===== config.mk =====
export PLATFORM = sky130hd
export DESIGN_NAME = synch_bin_down_timer
export DESIGN_NICKNAME = d
export VERILOG_FILES = /design/src/rtl/synch_bin_down_timer.sv
export SDC_FILE = /design/constraint.sdc
export NUM_CORES = 1
export LEC_CHECK = 0
export BUFFER_PORTS_ARGS = -buffer_cell sky130_fd_sc_hd__buf_2
export CORE_MARGIN = 1
export CORE_UTILIZATION = 30
export CTS_BUF_LIST = sky130_fd_sc_hd__clkbuf_8
export CTS_CLUSTER_DIAMETER = 120
export DETAILED_ROUTE_END_ITERATION = 6
export GPL_ROUTABILITY_DRIVEN = 0
export SKIP_CTS_REPAIR_TIMING = 1
export SYNTH_ARGS = -nofsm -noshare
export SYNTH_HDL_FRONTEND = slang
export SYNTH_SLANG_ARGS = --single-unit

===== constraint.sdc =====
create_clock -name clk -period 2.5 [get_ports clk]
set_input_delay 0.375 -clock clk [delete_from_list [all_inputs] [get_ports clk]]
set_output_delay 0.375 -clock clk [all_outputs]
set_load 0.02 [all_outputs]

===== src/rtl/synch_bin_down_timer.sv =====
`default_nettype none
// ============================================================================
// Module   : synch_bin_down_timer
// Purpose  : Loadable binary down-counter / timer. A nonzero load value starts
//            a countdown. The count drops by one on each enabled tick, and a
//            one-cycle terminal-count pulse marks expiry. In one-shot mode the
//            block then parks in DONE. In auto-reload mode it restarts from
//            the last loaded value, which gives a period of N ticks for load N.
// Options  : DOWNCNT_PRESCALE_EN - when defined, a tick is Pdiv enabled
//            cycles instead of one enabled cycle.
// Ports    : clk         in   clock, rising edge
//            rst         in   asynchronous reset, active low
//            ena         in   count enable (ignored in IDLE and DONE)
//            load        in   synchronous load strobe, has priority over ena
//            load_val    in   [Dwidth] start value captured on load
//            auto_reload in   1 = periodic, 0 = one-shot (sampled at expiry)
//            counter     out  [Dwidth] current count, registered
//            tc          out  terminal-count pulse, registered, one cycle
//            busy        out  state == RUN
//            done        out  state == DONE
// Revision : 1.0 - initial release
// ============================================================================
module synch_bin_down_timer #(
    parameter int Dwidth = 4,
    parameter int Pdiv   = 4
) (
    input  logic              clk,
    input  logic              rst,
    input  logic              ena,
    input  logic              load,
    input  logic [Dwidth-1:0] load_val,
    input  logic              auto_reload,
    output logic [Dwidth-1:0] counter,
    output logic              tc,
    output logic              busy,
    output logic              done
);

    typedef enum logic [1:0] {
        ST_IDLE = 2'd0,
        ST_RUN  = 2'd1,
        ST_DONE = 2'd2
    } state_t;

    // An out-of-range prescale ratio freezes the count. This makes a bad
    // parameter obvious instead of producing a wrong tick rate.
    localparam logic c_PDIV_LEGAL = (Pdiv >= 2) && (Pdiv <= 256);

    state_t            state_q,   state_d;
    logic [Dwidth-1:0] counter_q, counter_d;
    logic [Dwidth-1:0] reload_q,  reload_d;
    logic              tc_q,      tc_d;
    logic              w_tick;

`ifdef DOWNCNT_PRESCALE_EN
    localparam int                  c_PRESCALE_W = (Pdiv > 2) ? $clog2(Pdiv) : 1;
    localparam logic [c_PRESCALE_W-1:0] c_PRESCALE_LAST = c_PRESCALE_W'(Pdiv - 1);

    logic [c_PRESCALE_W-1:0] prescale_q, prescale_d;

    // The prescaler advances only on enabled RUN cycles. Its wrap is the tick.
    always_comb begin
        prescale_d = prescale_q;
        w_tick     = 1'b0;
        if (load) begin
            prescale_d = '0;
        end else if ((state_q == ST_RUN) && ena && c_PDIV_LEGAL) begin
            if (prescale_q == c_PRESCALE_LAST) begin
                prescale_d = '0;
                w_tick     = 1'b1;
            end else begin
                prescale_d = prescale_q + c_PRESCALE_W'(1);
            end
        end
    end

    always_ff @(posedge clk or negedge rst) begin
        if (!rst) begin
            prescale_q <= '0;
        end else begin
            prescale_q <= prescale_d;
        end
    end
`else
    // Without the prescaler, every enabled cycle is a tick.
    always_comb begin
        w_tick = ena && c_PDIV_LEGAL;
    end
`endif

    // Next-state and datapath logic
    always_comb begin
        state_d   = state_q;
        counter_d = counter_q;
        reload_d  = reload_q;
        tc_d      = 1'b0;

        if (load) begin
            if (load_val != '0) begin
                counter_d = load_val;
                reload_d  = load_val;
                state_d   = ST_RUN;
            end else begin
                counter_d = '0;
                state_d   = ST_IDLE;
            end
        end else if ((state_q == ST_RUN) && w_tick) begin
            if (counter_q > Dwidth'(1)) begin
                counter_d = counter_q - Dwidth'(1);
            end else if (counter_q == Dwidth'(1)) begin
                tc_d = 1'b1;
                if (auto_reload) begin
                    // Jump straight to the reload value so that 0 is never
                    // shown. This keeps the period at exactly N ticks.
                    counter_d = reload_q;
                end else begin
                    counter_d = '0;
                    state_d   = ST_DONE;
                end
            end
        end
    end

    always_ff @(posedge clk or negedge rst) begin
        if (!rst) begin
            state_q   <= ST_IDLE;
            counter_q <= '0;
            reload_q  <= '0;
            tc_q      <= 1'b0;
        end else begin
            state_q   <= state_d;
            counter_q <= counter_d;
            reload_q  <= reload_d;
            tc_q      <= tc_d;
        end
    end

    assign counter = counter_q;
    assign tc      = tc_q;
    assign busy    = (state_q == ST_RUN);
    assign done    = (state_q == ST_DONE);

endmodule
`default_nettype wire


==> results by group <==
Synth
  • Post-synthesis cell count: 64
  • Post-synthesis xor/xnor area fraction: 0.01392
  • Simple-gate share of the synthesized area: 0.1769
  • Post-synthesis cell type count: 31
  • Register area share after synthesis: 0.4374
  • Netlist Area Pre-Place: about 630 µm²
  • Synth Area in Compound Gates: 0.2883
  • Post-synthesis area per instance: around 9.8 µm²
  • Area leader, netlist: dfrtp_1
  • Synth top area share: 0.4374
  • FF+latch count, synth: 11
  • Mux share of post-synthesis cell area: 0
  • Top cells by area, synth: dfrtp_1 (44%), nand2_1 (4.8%), a21oi_1 (4.0%)
  • Adder-cell area share of the yosys netlist: 0.03976
  • Yosys warning total: 0
  • Main combinational cell family by area after synthesis: compound AO/OA/AOI/OAI gates
  • Post-synth net total: 75

Pwr
  • Maximum vdd drop: roughly 320 µV
  • Leak pwr: between 0.3 and 0.4 nW
  • P per Cell Area: ~740 mW/mm²

Drt
  • Remaining DRCs: 0
  • Routed Wire Length: about 1400 µm
  • Via count: ~560
  • Post-route ant nets: 0
  • Routed len/inst: roughly 13 µm
  • Vias per cell: slightly above 5
  • Starting DRT DRC Count: 26
  • Pre-Repair DR Iteration Count: 4

Floorplan
  • Die Span Y: ~48 µm
  • Die area: 0.002285 mm²
  • # IOs: 16
  • Initial Utilization: 0.3208
  • Placement Rows: 16
  • Core area: around 0.0020 mm²
  • Chip width: roughly 48 µm

Timing
  • RSZ-0062 raised after global routing: false
  • Final Cycle Share: 0.7744
  • Worst-Margin Slew: 0.9153 ns
  • Setup Skew: 0.001596 ns
  • FMAX: between 500 and 600 MHz
  • Hold Vio Cnt, Final: 11
  • Final Setup Violations: 0
  • Tmin final: 1.936 ns
  • Worst Hold Slack: -0.01097 ns
  • Max_slew headroom: 0.3818
  • TNS Setup: 0 ns
  • Slew Limit Fails: 0

Global routing
  • Met2 Usage GRT: 0.2216
  • Vias in the first global route: 491
  • Gr busiest metal: met2
  • Met1 GRT Util: 0.1858
  • Grt total ovfl: 0
  • Largest net degree at the start of global routing: 14
  • GRT Total Usage: 0.1588
  • Initial antenna violation count: 0
  • First-pass GRT wire length: between 2000 and 2500 µm
  • GRT met3 Usage: 0.06792

Clock network
  • CTS max path bufs: 2
  • Clk Latency, worst-skew pair: ~0.24 ns
  • CTS tree: built
  • Cts bufs inserted: 3
  • Clock slew at reported path FFs: 0.05 ns
  • Root buffer cell: clkbuf_8
  • Clock sinks: 11
  • H-tree depth: 1

Setup path
  • Max FO, Critical Path: 7
  • R2R setup slack: around 0.56 ns
  • WP data arrival: 2.07 ns
  • Setup crit end kind: flip-flop
  • Worst endpoint required time: 2.63 ns
  • Crit-path cells: inv_1 -> ha_1 -> or4b_4 -> a21oi_4 -> a21oi_1 -> a22o_2
  • Crit path kind: reg2reg
  • Crit start category: flip-flop
  • CP peak stage delay: about 0.57 ns
  • CP max stage cell: or4b_4

Outcome
  • Failing checks: negative hold slack
  • Status: finished, violations left

Placement
  • I/O Buffers: 15
  • Placed cell count: around 110
  • Hpwl dp: roughly 1100 µm

Layout
  • Fraction of layout cells with a size suffix above 1: 0.2927
  • # nets final: 94
  • Final cell count without fillers: between 100 and 150
  • Area grow syn2layout: 23.66%
  • Ant. Diodes: 0
  • Filler instances: between 200 and 250

Worst hold path
  • Min-delay worst type: in2async

Flow run
  • MaxCap Viol Count: 0
## routing by layer
metal / vias to the layer above / wire length, µm
li1: 269 / -
met1: 261 / 640
met2: 20 / 673
met3: 5 / 87
met4: 0 / 45
met5: - / 0
## cell usage after synthesis (all sizes together)
cell,count
buf,1
nand2,8
xnor2,1
nand2b,1
o211ai,1
o31ai,1
and2,1
and3b,1
or2,1
o21ai,3
nand3,1
a21oi,6
nor2,3
o311ai,1
a211oi,1
nor3,1
a311o,1
a31oi,1
o21a,1
or4b,1
nor2b,2
nand4,1
inv,6
a22o,3
a2111o,1
a22oi,1
o41ai,1
ha,2
dfrtp,11
## state kept, by name, indices dropped and copies added, names as in the netlist
| name | flops |
|---|---|
| counter | 4 |
| reload_q | 4 |
| state_q | 2 |
| tc | 1 |
## cell usage in the layout, fill, tap and decap left out, types with 2 or more instances in the layout
cell	n
buf_2	15
dfrtp_1	11
nand2_1	8
inv_1	7
a21oi_1	5
nor2_1	3
o21ai_0	3
clkbuf_8	3
nor2b_1	2
a22o_2	2
ha_1	2
## final timing paths
kind                                  start          end  depth (start not counted)
min in group clk                load_val[0]  reload_q[0]                          3
max in group asynchronous               rst   counter[0]                          1
worst max-delay path             counter[1]   counter[1]                          6
worst min register to register  reload_q[3]  reload_q[3]                          2
worst max register to register   counter[1]   counter[1]                          6
worst min-delay path                    rst   state_q[0]                          1
## layout make-up
cell class | count | area, µm² | share of cell area
flip-flops and latches | 11 | 275.3 | 0.3537
inverters | 6 | 22.52 | 0.02894
clock inverters | 1 | 3.754 | 0.004823
multi-input cells | 46 | 326.6 | 0.4196
well taps | 27 | 33.78 | 0.04341
clock buffers | 3 | 41.29 | 0.05305
repair buffers | 15 | 75.07 | 0.09646
## cells by family after synthesis
group | count (synthesis)
AO/OA/AOI/OAI | 22
adder cells (fa/ha/maj) | 2
buffers and inverters | 7
flip-flops | 11
AND/OR/NAND/NOR | 21
XOR/XNOR | 1
## critical path, delay by kind of cell, from the launching register on
kind | cells | cell delay [ns]
AO/OA/AOI/OAI | 3 | 0.55
adder cells (fa/ha/maj) | 1 | 0.22
buffers and inverters | 1 | 0.08
flip-flops | 1 | 0.39
AND/OR/NAND/NOR | 1 | 0.57
## per-stage QoR
| step | worst slack, ns | util | area [µm²] | total power, mW |
|---|---|---|---|---|
| 6_report | 0.5640 | 0.3967 | 778.2 | 0.5741 |
| 3_3_place_gp | 0.6252 | 0.3737 | 733.2 | 0.3962 |
| 3_5_place_dp | 0.5815 | 0.3737 | 733.2 | 0.3987 |
| 2_1_floorplan | 0.5653 | - | 629.4 | 0.3448 |
| 4_1_cts | 0.5709 | 0.3967 | 778.2 | 0.5820 |
| 5_1_grt | 0.4785 | 0.3967 | 778.2 | 0.6106 |
## power by group
group          internal (mW)  switching [mW]
Clock                  0.108          0.0705
Sequential             0.200          0.0278
Combinational         0.0717          0.0957
Total                  0.380           0.194
Note: power is estimated with default switching activity, not from simulation.
